==> src/rtl/ser_pkg.sv <==
// Shared types and helpers for the bit serializer (optional parity: BIT_SERIALIZER_PARITY_EN).
// Pure declarations, no latency or backpressure.
package ser_pkg;

  typedef enum logic [1:0] {
    ST_IDLE  = 2'd0,
    ST_SHIFT = 2'd1,
    ST_GAP   = 2'd2
  } state_t;

  localparam logic IDLE_LEVEL_DEF = 1'b0;

  function automatic int frame_len(input int width, input bit parity_en);
    return parity_en ? width + 1 : width;
  endfunction

endpackage

==> src/rtl/ser_gap_counter.sv <==
// Loadable down-counter; done_o flags the last counted cycle (count == 1).
// One-cycle load latency, no backpressure.
module ser_gap_counter #(
  parameter int W = 4
) (
  input  logic         clk,
  input  logic         reset,
  input  logic         load_i,
  input  logic [W-1:0] load_val_i,
  input  logic         en_i,
  output logic         done_o
);

  logic [W-1:0] cnt_q, cnt_d;

  always_comb begin
    cnt_d = cnt_q;
    if (load_i) begin
      cnt_d = load_val_i;
    end else if (en_i && (cnt_q != '0)) begin
      cnt_d = cnt_q - W'(1);
    end
  end

  always_ff @(posedge clk) begin
    if (reset) cnt_q <= '0;
    else       cnt_q <= cnt_d;
  end

  assign done_o = (cnt_q == W'(1));

endmodule

==> src/rtl/bit_serializer.sv <==
// Parallel-to-serial feeder; first bit one cycle after handshake, optional even parity (BIT_SERIALIZER_PARITY_EN).
// in_ready drops while a frame or gap is running, except on the final bit when GAP_CYCLES == 0.
module bit_serializer
  import ser_pkg::*;
#(
  parameter int   WIDTH      = 8,
  parameter bit   MSB_FIRST  = 1'b1,
  parameter int   GAP_CYCLES = 0,
  parameter logic IDLE_LEVEL = IDLE_LEVEL_DEF
) (
  input  logic             clk,
  input  logic             reset,
  input  logic [WIDTH-1:0] in_data,
  input  logic             in_valid,
  output logic             in_ready,
  output logic             x_out,
  output logic             x_valid,
  output logic             busy,
  output logic             frame_done
);

`ifdef BIT_SERIALIZER_PARITY_EN
  localparam bit PAR_EN = 1'b1;
`else
  localparam bit PAR_EN = 1'b0;
`endif
  localparam int FL = frame_len(WIDTH, PAR_EN);
  localparam int CW = $clog2(FL);
  localparam int GW = $clog2(GAP_CYCLES + 2);

  state_t           state_q, state_d;
  logic [WIDTH-1:0] shift_q, shift_d;
  logic [CW-1:0]    cnt_q, cnt_d;
  logic             x_out_q, x_out_d;
  logic             x_valid_q, x_valid_d;
  logic             busy_q, busy_d;
  logic             done_q, done_d;
`ifdef BIT_SERIALIZER_PARITY_EN
  logic             parity_q, parity_d;
`endif

  logic last_bit, accept, gap_load, gap_en, gap_done;

  function automatic logic head_bit(input logic [WIDTH-1:0] v);
    return MSB_FIRST ? v[WIDTH-1] : v[0];
  endfunction

  function automatic logic [WIDTH-1:0] advance(input logic [WIDTH-1:0] v);
    return MSB_FIRST ? (v << 1) : (v >> 1);
  endfunction

  // last_bit means x_out currently carries the final bit of the frame.
  assign last_bit = (state_q == ST_SHIFT) && (cnt_q == CW'(FL - 1));
  assign in_ready = !reset && ((state_q == ST_IDLE) || (last_bit && (GAP_CYCLES == 0)));
  assign accept   = in_valid && in_ready;

  always_comb begin
    state_d   = state_q;
    shift_d   = shift_q;
    cnt_d     = cnt_q;
    x_out_d   = IDLE_LEVEL;
    x_valid_d = 1'b0;
    done_d    = 1'b0;
    gap_load  = 1'b0;
    gap_en    = 1'b0;
`ifdef BIT_SERIALIZER_PARITY_EN
    parity_d  = parity_q;
`endif
    case (state_q)
      ST_SHIFT: begin
        if (!last_bit) begin
          cnt_d     = cnt_q + CW'(1);
          x_valid_d = 1'b1;
          done_d    = (cnt_q == CW'(FL - 2));
          x_out_d   = head_bit(shift_q);
          shift_d   = advance(shift_q);
`ifdef BIT_SERIALIZER_PARITY_EN
          if (cnt_q == CW'(WIDTH - 1)) x_out_d = parity_q;
`endif
        end else if (GAP_CYCLES > 0) begin
          state_d  = ST_GAP;
          gap_load = 1'b1;
        end else if (!accept) begin
          state_d = ST_IDLE;
        end
      end
      ST_GAP: begin
        gap_en = 1'b1;
        if (gap_done) state_d = ST_IDLE;
      end
      default: state_d = ST_IDLE;
    endcase
    // A handshake, whether from IDLE or on the final bit, reloads the frame.
    if (accept) begin
      state_d   = ST_SHIFT;
      cnt_d     = '0;
      x_valid_d = 1'b1;
      x_out_d   = head_bit(in_data);
      shift_d   = advance(in_data);
      done_d    = 1'b0;
`ifdef BIT_SERIALIZER_PARITY_EN
      parity_d  = ^in_data;
`endif
    end
    busy_d = (state_d != ST_IDLE);
  end

  always_ff @(posedge clk) begin
    if (reset) begin
      state_q   <= ST_IDLE;
      shift_q   <= '0;
      cnt_q     <= '0;
      x_out_q   <= IDLE_LEVEL;
      x_valid_q <= 1'b0;
      busy_q    <= 1'b0;
      done_q    <= 1'b0;
`ifdef BIT_SERIALIZER_PARITY_EN
      parity_q  <= 1'b0;
`endif
    end else begin
      state_q   <= state_d;
      shift_q   <= shift_d;
      cnt_q     <= cnt_d;
      x_out_q   <= x_out_d;
      x_valid_q <= x_valid_d;
      busy_q    <= busy_d;
      done_q    <= done_d;
`ifdef BIT_SERIALIZER_PARITY_EN
      parity_q  <= parity_d;
`endif
    end
  end

  ser_gap_counter #(.W(GW)) u_gap (
    .clk        (clk),
    .reset      (reset),
    .load_i     (gap_load),
    .load_val_i (GW'(GAP_CYCLES)),
    .en_i       (gap_en),
    .done_o     (gap_done)
  );

  assign x_out      = x_out_q;
  assign x_valid    = x_valid_q;
  assign busy       = busy_q;
  assign frame_done = done_q;

endmodule

==> config.mk <==
export PLATFORM = sky130hd
export DESIGN_NAME = bit_serializer
export DESIGN_NICKNAME = d
export VERILOG_FILES = /design/src/rtl/ser_pkg.sv /design/src/rtl/ser_gap_counter.sv /design/src/rtl/bit_serializer.sv
export SDC_FILE = /design/constraint.sdc
export NUM_CORES = 1
export LEC_CHECK = 0
export ABC_CLOCK_PERIOD_IN_PS = 1500
export BUFFER_PORTS_ARGS = -buffer_cell sky130_fd_sc_hd__buf_2
export CELL_PAD_IN_SITES_DETAIL_PLACEMENT = 0
export CELL_PAD_IN_SITES_GLOBAL_PLACEMENT = 1
export CORE_MARGIN = 4
export CORE_UTILIZATION = 36
export DETAILED_ROUTE_END_ITERATION = 10
export PLACE_DENSITY_LB_ADDON = 0.15
export SYNTH_ARGS = -nofsm -noshare
export SYNTH_HDL_FRONTEND = slang
export SYNTH_SLANG_ARGS = --single-unit
==> constraint.sdc <==
create_clock -name clk -period 1.5 [get_ports clk]
set_input_delay 0.3 -clock clk [delete_from_list [all_inputs] [get_ports clk]]
set_output_delay 0.3 -clock clk [all_outputs]
set_load 0.1 [all_outputs]
==> results of run 1 <==
-- how the worst max path moves through the flow --
stage	cells past startpoint	slack [ns]	endpoint	start
2_1_floorplan	4	0.02	in_ready	cnt_q[1]$_SDFFE_PP0P_
3_3_place_gp	5	-0.002	shift_q[2]$_SDFFE_PP0P_	cnt_q[1]$_SDFFE_PP0P_
3_5_place_dp	5	-0.03	shift_q[2]$_SDFFE_PP0P_	cnt_q[1]$_SDFFE_PP0P_
4_1_cts	5	-0.16	in_ready	cnt_q[0]$_SDFFE_PP0P_
5_1_grt	5	-0.21	in_ready	cnt_q[0]$_SDFFE_PP0P_
6_report	5	-0.16	in_ready	cnt_q[1]$_SDFFE_PP0P_
-- state kept, by name, indices dropped and copies added (netlist names) --
register / flops
busy: 1
state_q: 2
cnt_q: 3
x_valid: 1
x_out: 1
frame_done: 1
shift_q: 7
u_gap.done_o: 1
-- power groups by stage --
stage          clock network (W)  logic [W]  registers (W)
2_1_floorplan                  0   0.000109       0.000534
3_3_place_gp                   0   0.000197       0.000500
3_5_place_dp                   0   0.000199       0.000500
4_1_cts                 0.000269   0.000225       0.000489
5_1_grt                 0.000282   0.000251       0.000493
6_report                0.000256   0.000235       0.000490
-- area by class of cell --
class,instances,area (um^2),area share
Multi-Input combinational cell,53,534,0.460
Sequential cell,17,348,0.300
Timing Repair Buffer,28,199,0.171
Tap cell,27,33.8,0.0291
Clock buffer,3,22.5,0.0194
Inverter,5,18.8,0.0162
Clock inverter,1,5.00,0.00431
-- synth_stat cells, types with 2 or more instances --
cell and n:
a221oi_1 5, inv_1 5, nand3_1 2, clkbuf_1 2, buf_4 2, mux2i_1 7
ha_1 6, nor2_1 9, nor3_1 3, dfxtp_1 17, o211ai_1 2, a21oi_1 4
nor2b_1 2
-- per-layer routing --
| metal | global-route usage | share of wire | vias up |
|---|---|---|---|
| li1 | - | - | 347 |
| met1 | 0.160 | 0.48 | 307 |
| met2 | 0.201 | 0.47 | 13 |
| met3 | 0.0210 | 0.035 | 5 |
| met4 | 0.0729 | 0.021 | 0 |
| met5 | 0 | 0 | - |
-- cells in the final DEF, fill, tap and decap left out, types with 3 or more instances in the layout --
cell	netlist	final
nor2_1	9	6
a21oi_1	4	3
clkbuf_4	0	3
ha_4	0	3
buf_2	0	14
mux2i_1	7	6
inv_1	5	5
dfxtp_2	0	3
dfxtp_1	17	13
buf_4	2	10
buf_6	1	3
a221oi_1	5	5
-- kinds of logic after synthesis --
logic type | Yosys count | synth area share
xor gates and xnor gates | 1 | 0.0109
adders and majority gates | 6 | 0.0932
and+or+nand+nor | 21 | 0.132
muxes | 7 | 0.0870
AOI/OAI and AO/OA | 18 | 0.189
DFF | 17 | 0.422
buffers and inverters | 10 | 0.0652
-- metrics by stage --
step | worst slack, ns | setup TNS (ns) | power (W) | std cells
2_1_floorplan | 0.0175 | 0 | 0.000643 | 80
6_report | -0.156 | -0.180 | 0.000981 | 134
3_3_place_gp | -0.00200 | -0.00200 | 0.000697 | 125
4_1_cts | -0.161 | -0.180 | 0.000983 | 134
3_5_place_dp | -0.0280 | -0.112 | 0.000698 | 125
5_1_grt | -0.205 | -0.630 | 0.00103 | 134
-- worst max-delay path: cells and delay by family (launching register included) --
kind                       cells  cell delay [ns]
buffers and inverters          1             0.17
and+or+nand+nor                1             0.05
AOI/OAI and AO/OA              1             0.16
DFF                            1             0.35
adders and majority gates      2             0.32
-- repair_timing --
item / in CTS / in global routing
hold buffers: 0 / 0
setup endpoints to repair: 7 / 14
buffers inserted: 5 / 0
pin swaps: 4 / 2
resized for setup: 15 / 9
cloned: 0 / 0
==> reports/qor.txt, run 1 <==
run status: complete, but fails checks
failing checks: negative setup slack
Main synth FF type: dfxtp_1
Worst R2R Start: cnt_q[1]$_SDFFE_PP0P_
clock share of power: 0.261
pwr dens: 845 mW/mm^2
P_sw: 0.000311 W
Post-Route Utilization: 0.569
Final Wtd Congestion: 0.718
clk buf depth: 2
post-synth top area share: 0.422
Syn Inst Count: 80
critical-path cell list: ha_4 > ha_4 > a21oi_4 > nor2_4 > buf_12
antenna violations before repair: 0
critical path launch point type: flip-flop
R2R depth: 8
syn_area_per_cell: 10.1 um^2
area grow syn2layout: 44.1%
worst path required time: 1.20 ns
vias in the first global route: 683
Die W: 55.3 um
Post-Syn Area: 806 um^2
RSZ-0062 raised after global routing: yes
crit share post-route: 1.10
synth top area cells: dfxtp_1, ha_1, mux2i_1
Flop pwr share: 0.500
CORE AREA: 0.00204 mm^2
Die Ht: 55.3 um
crit-path max FO: 3
number of vias per cell: 5.01
die area: 0.00306 mm^2
sum of routed wire length over all layers: 1840 um
Synth cell types: 27
combinational fraction of design power: 0.240
Final min period: 1.66 ns
Yosys warning total: 0
TritonCTS clock tree: done
leakage: 0.488 nW
Final setup viols: 2
Internal: 0.000670 W
Iteration-0 DRC Markers: 7
Antenna Nets Post-Route: 0
Worst slew margin: 0.679
Final Cell Area: 0.00116 mm^2
final hold violation count: 0
VDD IR-drop max: 0.000524 V
pin count of the biggest net entering global routing: 17
Worst Hold End: shift_q[1]$_SDFFE_PP0P_
Slew @ Worst Pin: 0.485 ns
DR pass1 iterations: 2
FP Rows: 16
worst min-delay path startpoint: in_data[0]
routed len/inst: 13.8 um
syn nets: 97
Hold Path Class: in -> reg
Crit path top cell by count: ha_4
Clock Latency Late Sink: 0.30 ns
GRT Total Usage: 0.126
grt ovf: 0
Final Skew: 0.00197 ns
Max Slew Vio Count: 0
clock root buffer: clkbuf_4
drc violations: 0
first-pass GRT wire length: 3030 um
r2r endpoint: cnt_q[0]$_SDFFE_PP0P_
# fillers: 191
Yosys top cell by area: dfxtp_1
NumNets Final: 125
Min Hold Slack: 0.264 ns
worst reg-to-reg setup slack: -0.02 ns
Post-synth EDFFs: 0
maxcap violations: 0
IO Port Bufs: 15
Arrival @ worst endpoint: 1.36 ns
fraction of the yosys area taken by sequential cells: 0.422
Max Clock Freq: 0.604 GHz
final setup margin: -0.156 ns
switching share of power: 0.317
CP endpoint kind: primary output
worst hold path depth: 3
CP max stage delay: 0.35 ns
clock-pin slew on the worst setup and hold paths: 0.11 ns
CP max-delay cell: dfxtp_2
share of cells above drive strength 1: 0.514
IO Count: 16
Async SR Flop Fraction: 0
Starting Density: 0.395
post-DP HPWL: 1240 um
Sink Count: 17
DP Area: 995 um^2
Inserted Diodes: 0
Yosys reg bits: 17
Num CTS Buffers: 3
CP Class: reg -> out
vias: 672
H-tree depth: 1
(Power assumes the default switching activity.)
==> inputs of run 2 (changes only) <==
--- a/config.mk
+++ b/config.mk
@@ -9,7 +9,7 @@
 export BUFFER_PORTS_ARGS = -buffer_cell sky130_fd_sc_hd__buf_2
 export CELL_PAD_IN_SITES_DETAIL_PLACEMENT = 0
 export CELL_PAD_IN_SITES_GLOBAL_PLACEMENT = 1
-export CORE_MARGIN = 4
+export CORE_MARGIN = 2
 export CORE_UTILIZATION = 36
 export DETAILED_ROUTE_END_ITERATION = 10
 export PLACE_DENSITY_LB_ADDON = 0.15
==> run 2 against run 1 <==
Net effect:
- the run still ends with negative setup slack left
- setup slack improved by 0.023 ns
- sequential share of layout area increased by 0.065 points
- clock skew increased by 0.0039 ns
- final cell count increased by 1.5%
- global-route usage increased by 2.5 points
- sequential cell count unchanged
- die area decreased by 14%
- first-iteration DRC count increased to 2.6 times the previous value
- combinational power about the same
- critical path type unchanged
==> reports/qor.txt, run 2 (same netlist as run 1, synthesis figures left out) <==
run status: complete, but fails checks
failing checks: negative setup slack
worst min-delay path startpoint: in_data[0]
Final min period: 1.63 ns
Max Clock Freq: 0.612 GHz
worst reg-to-reg setup slack: -0.05 ns
VDD IR-drop max: 0.000451 V
H-tree depth: 1
biggest regs: shift_q x7, cnt_q x3, state_q x2
Worst R2R Start: cnt_q[1]$_SDFFE_PP0P_
number of vias per cell: 5.06
clock share of power: 0.254
crit share post-route: 1.09
P_sw: 0.000298 W
Inserted Diodes: 0
critical path launch point type: flip-flop
drc violations: 0
RSZ-0062 raised after global routing: yes
maxcap violations: 0
R2R depth: 6
grt ovf: 0
# hold bufs at CTS: 0
clock root buffer: clkbuf_4
Die W: 51.3 um
Final Skew: 0.00590 ns
Final Wtd Congestion: 0.715
post-DP HPWL: 1260 um
Slew @ Worst Pin: 0.484 ns
combinational fraction of design power: 0.241
first-pass GRT wire length: 2900 um
clock-pin slew on the worst setup and hold paths: 0.10 ns
Flop pwr share: 0.504
Hold Path Class: in -> reg
Die Ht: 51.3 um
IO Port Bufs: 15
# placed instances: 127
Final setup viols: 5
area grow syn2layout: 42.2%
pin count of the biggest net entering global routing: 14
non-filler instance count after layout: 136
Worst slew margin: 0.679
routed len/inst: 13.6 um
CORE AREA: 0.00217 mm^2
Arrival @ worst endpoint: 1.33 ns
worst hold path depth: 3
r2r endpoint: shift_q[6]$_SDFFE_PP0P_
Starting Density: 0.371
Sink Count: 17
Post-Route Utilization: 0.528
clk buf depth: 2
antenna violations before repair: 0
Iteration-0 DRC Markers: 18
Antenna Nets Post-Route: 0
most frequent cells in the layout: dfxtp_1, buf_2, buf_4, mux2i_1, nor2_1
IO Count: 16
sum of routed wire length over all layers: 1850 um
Sum Neg Setup Slack: -0.317 ns
Num CTS Buffers: 3
crit-path max FO: 4
max reg flops: 7
Clock Latency Late Sink: 0.29 ns
FP Rows: 17
final hold violation count: 0
Top reg by flops: shift_q
die area: 0.00263 mm^2
Min Hold Slack: 0.272 ns
vias: 688
DR pass1 iterations: 4
CP Class: reg -> out
vias in the first global route: 620
CP endpoint kind: primary output
share of cells above drive strength 1: 0.481
Internal: 0.000676 W
TritonCTS clock tree: done
pwr dens: 850 mW/mm^2
GRT Total Usage: 0.151
Worst Hold End: shift_q[1]$_SDFFE_PP0P_
NumNets Final: 126
worst path required time: 1.20 ns
switching share of power: 0.306
leakage: 0.492 nW
Max Slew Vio Count: 0
final setup margin: -0.133 ns
## run 2: worst max path at each step
stage | startpoint | to | slack, ns | cells after the start
6_report | state_q[0]$_SDFF_PP0_ | in_ready | -0.13 | 5
4_1_cts | cnt_q[1]$_SDFFE_PP0P_ | in_ready | -0.15 | 5
3_5_place_dp | cnt_q[1]$_SDFFE_PP0P_ | shift_q[2]$_SDFFE_PP0P_ | -0.12 | 5
2_1_floorplan | cnt_q[1]$_SDFFE_PP0P_ | in_ready | 0.02 | 4
3_3_place_gp | cnt_q[1]$_SDFFE_PP0P_ | shift_q[2]$_SDFFE_PP0P_ | -0.01 | 5
5_1_grt | cnt_q[1]$_SDFFE_PP0P_ | in_ready | -0.19 | 5
## run 2: stage by stage
| stage | cell area (um^2) | total power, W | setup slack [ns] |
|---|---|---|---|
| detailed placement | 1020 | 0.000707 | -0.119 |
| finish | 1150 | 0.000974 | -0.133 |
| global placement | 1020 | 0.000703 | -0.0107 |
| CTS | 1080 | 0.000964 | -0.148 |
| floorplan | 845 | 0.000643 | 0.0175 |
| global route | 1150 | 0.00102 | -0.189 |
## run 2: worst max-delay path: stages, from the launching register on
cell and delay, ns:
dfxtp_2 0.39, inv_1 0.08, ha_2 0.21, a21oi_4 0.15, nor2_4 0.05, buf_12 0.17
## run 2: metal layers
layer  vias to the layer above  global-route usage  part of all wire
li1                        346                   -                 -
met1                       328               0.210              0.50
met2                        12               0.223              0.46
met3                         2              0.0263             0.029
met4                         0              0.0789            0.0070
met5                         -                   0                 0
## run 2: area by class of cell
cell class	count	area, um^2
inverter	5	18.8
fill	213	1020
timing repair buffer	29	215
sequential	17	344
clock buffer	4	26.3
multi-input combinational	53	507
tap	28	35.0
## run 2: timing repair
action,CTS,global route
setup endpoints to repair,7,15
buffers inserted,2,3
pin swaps,4,0
gates cloned,0,0
gates resized for setup,8,9
## run 2: power by group through the flow
stage	clock network (W)	registers, W	logic [W]
6_report	0.000248	0.000492	0.000235
5_1_grt	0.000277	0.000494	0.000251
4_1_cts	0.000258	0.000490	0.000216
3_5_place_dp	0	0.000500	0.000207
3_3_place_gp	0	0.000499	0.000203
2_1_floorplan	0	0.000534	0.000109
==> inputs of run 3 (changes only) <==
--- a/config.mk
+++ b/config.mk
@@ -6,13 +6,15 @@
 export NUM_CORES = 1
 export LEC_CHECK = 0
 export ABC_CLOCK_PERIOD_IN_PS = 1500
-export BUFFER_PORTS_ARGS = -buffer_cell sky130_fd_sc_hd__buf_2
+export BUFFER_PORTS_ARGS = -buffer_cell sky130_fd_sc_hd__buf_4
 export CELL_PAD_IN_SITES_DETAIL_PLACEMENT = 0
 export CELL_PAD_IN_SITES_GLOBAL_PLACEMENT = 1
 export CORE_MARGIN = 2
 export CORE_UTILIZATION = 36
 export DETAILED_ROUTE_END_ITERATION = 10
+export GPL_ROUTABILITY_DRIVEN = 0
 export PLACE_DENSITY_LB_ADDON = 0.15
 export SYNTH_ARGS = -nofsm -noshare
 export SYNTH_HDL_FRONTEND = slang
+export SYNTH_HIERARCHICAL = 1
 export SYNTH_SLANG_ARGS = --single-unit
==> run 3 against run 2 <==
Net effect:
- the flow still finishes with violations (negative setup slack)
- setup slack lost 0.012 ns
- non-clock buffer count is 4 lower
- global-route usage fell by 1.2 points
- combinational power fell by 8%
- clock skew decreased by 0.0015 ns
- largest cell class unchanged
- highest routed layer unchanged
==> reports/qor.txt, run 3 <==
DP Area: 0.00104 mm^2
Clock Latency Late Sink: 0.29 ns
DR pass1 iterations: 4
Design Power: 0.000964 W
H-tree depth: 1
most frequent cells in the layout: buf_4, dfxtp_1, nor2_1, mux2i_1
combinational fraction of design power: 0.224
CP max-delay cell: dfxtp_2
final setup margin: -0.144 ns
share of cells above drive strength 1: 0.404
worst min-delay path startpoint: in_data[0]
commonest non-fill, non-tap cell in the layout: buf_4
vias: 678
Flop pwr share: 0.509
Starting Density: 0.377
IO Port Bufs: 15
CP endpoint kind: primary output
number of vias per cell: 4.95
Place WS: -0.0577 ns
sum of routed wire length over all layers: 1660 um
P_sw: 0.000298 W
Iteration-0 DRC Markers: 4
TritonCTS clock tree: done
IO Count: 16
Worst Hold End: shift_q[1]$_SDFFE_PP0P_
cell with the most instances after synthesis: dfxtp_1
Yosys warning total: 6
antenna violations before repair: 0
post-synth top area share: 0.412
fraction of the yosys area taken by sequential cells: 0.412
crit share post-route: 1.10
drc violations: 0
clock-pin slew on the worst setup and hold paths: 0.11 ns
switching share of power: 0.309
CP max stage delay: 0.35 ns
first-pass GRT wire length: 2730 um
grt ovf: 0
pin count of the biggest net entering global routing: 21
Internal: 0.000666 W
failing checks: negative setup slack
Die Ht: 51.9 um
Antenna Nets Post-Route: 0
CP Class: reg -> out
Final setup viols: 2
Yosys reg bits: 17
FP Rows: 17
Num CTS Buffers: 3
pwr dens: 863 mW/mm^2
Top reg by flops: shift_q
synth top area cells: dfxtp_1, ha_1, mux2i_1
clock root buffer: clkbuf_4
R2R depth: 5
worst path required time: 1.20 ns
clock share of power: 0.267
Syn Inst Count: 83
post-DP HPWL: 1220 um
Max Slew Vio Count: 0
max reg flops: 7
syn_area_per_cell: 9.95 um^2
worst hold path depth: 3
Synth cell types: 28
# hold bufs at CTS: 0
die area: 0.00269 mm^2
Post-synth EDFFs: 0
Max Clock Freq: 0.608 GHz
clk buf depth: 2
critical path launch point type: flip-flop
Final min period: 1.64 ns
Sink Count: 17
leakage: 0.490 nW
worst reg-to-reg setup slack: -0.01 ns
Arrival @ worst endpoint: 1.34 ns
Crit path top cell by count: ha_4
critical-path cell list: ha_4 > ha_4 > a21oi_4 > nor2_4 > buf_12
NumNets Final: 127
Hold Path Class: in -> reg
Worst R2R Start: cnt_q[0]$_SDFFE_PP0P_
final hold violation count: 0
Inserted Diodes: 0
routed len/inst: 12.1 um
Final Skew: 0.00441 ns
crit-path max FO: 4
Final Cell Area: 0.00112 mm^2
Post-Syn Area: 826 um^2
VDD IR-drop max: 0.000514 V
biggest regs: shift_q x7, cnt_q x3, state_q x2
Main synth FF type: dfxtp_1
maxcap violations: 0
Synth top cells by count: dfxtp_1, nor2_1, mux2i_1, ha_1
CORE AREA: 0.00219 mm^2
Die W: 51.9 um
GRT Total Usage: 0.139
run status: complete, but fails checks
vias in the first global route: 622
Async SR Flop Fraction: 0
r2r endpoint: shift_q[5]$_SDFFE_PP0P_
RSZ-0062 raised after global routing: yes
Post-Route Utilization: 0.510
crit path launch: cnt_q[0]$_SDFFE_PP0P_
Min Hold Slack: 0.280 ns
area grow syn2layout: 35.3%
Yosys top cell by area: dfxtp_1
==> run 3: changes by cell type in the layout (fill, tap and decap cells not counted), sizes merged, moves of 2 or more <==
cell	delta
buf	-4
conb	+3
nand2	+2
nand2b	+2
o2bb2ai	+2
==> run 3: power by group through the flow <==
stage	clock network (W)	logic, W	registers, W
after floorplan	0	0.000112	0.000535
after global placement	0	0.000201	0.000501
after detailed placement	0	0.000203	0.000502
after CTS	0.000263	0.000217	0.000491
after global routing	0.000284	0.000233	0.000494
final	0.000257	0.000216	0.000491
==> run 3: worst max-delay path by stage <==
stage,end,slack (ns),depth (start not counted)
2_1_floorplan,in_ready,0.02,4
3_3_place_gp,shift_q[4]$_SDFFE_PP0P_,-0.04,5
3_5_place_dp,shift_q[4]$_SDFFE_PP0P_,-0.06,5
4_1_cts,in_ready,-0.15,5
5_1_grt,in_ready,-0.19,5
6_report,in_ready,-0.14,5
==> run 3: logic make-up (layout without fill, tap and decap cells) <==
family                   Yosys count  after routing  synth area share
AND/OR/NAND/NOR                   23             23             0.139
adder cells (fa/ha/maj)            6              6            0.0909
flip-flops                        17             17             0.412
other                              1              3           0.00454
multiplexers                       7              7            0.0849
XOR/XNOR                           1              1            0.0106
AO/OA/AOI/OAI                     18             18             0.192
buffers and inverters             10             34            0.0651
==> run 3: cell type report <==
cell class,count,area [um^2]
clock buffers,3,22.5
clock inverters,1,5.00
fillers,212,1070
inverters,5,18.8
multi-input cells,58,492
flip-flops and latches,17,344
well taps,28,35.0
repair buffers,25,200
==> run 3: timing repair <==
| item | 4_1_cts | 5_1_grt |
|---|---|---|
| cloned | 0 | 0 |
| setup endpoints to repair | 10 | 12 |
| setup buffers | 2 | 0 |
| resized for setup | 7 | 1 |
| pin swaps | 3 | 0 |
==> run 3: critical path: cells and delay by family (launching register included) <==
| kind | cells | cell delay, ns |
|---|---|---|
| AO/OA/AOI/OAI | 1 | 0.16 |
| AND/OR/NAND/NOR | 1 | 0.05 |
| flip-flops | 1 | 0.35 |
| adder cells (fa/ha/maj) | 2 | 0.33 |
| buffers and inverters | 1 | 0.17 |
==> run 3: per-stage QoR <==
stage,setup TNS (ns),std cells
finish,-0.152,137
global route,-0.620,137
CTS,-0.152,137
detailed placement,-0.347,131
global placement,-0.141,131
floorplan,0,85
==> run 3: layer usage <==
layer,global-route usage,up-vias,routed length (um)
met5,0,-,0
met3,0.0259,2,52
met2,0.224,9,803
li1,-,350,-
met4,0.0658,0,12
met1,0.180,317,788
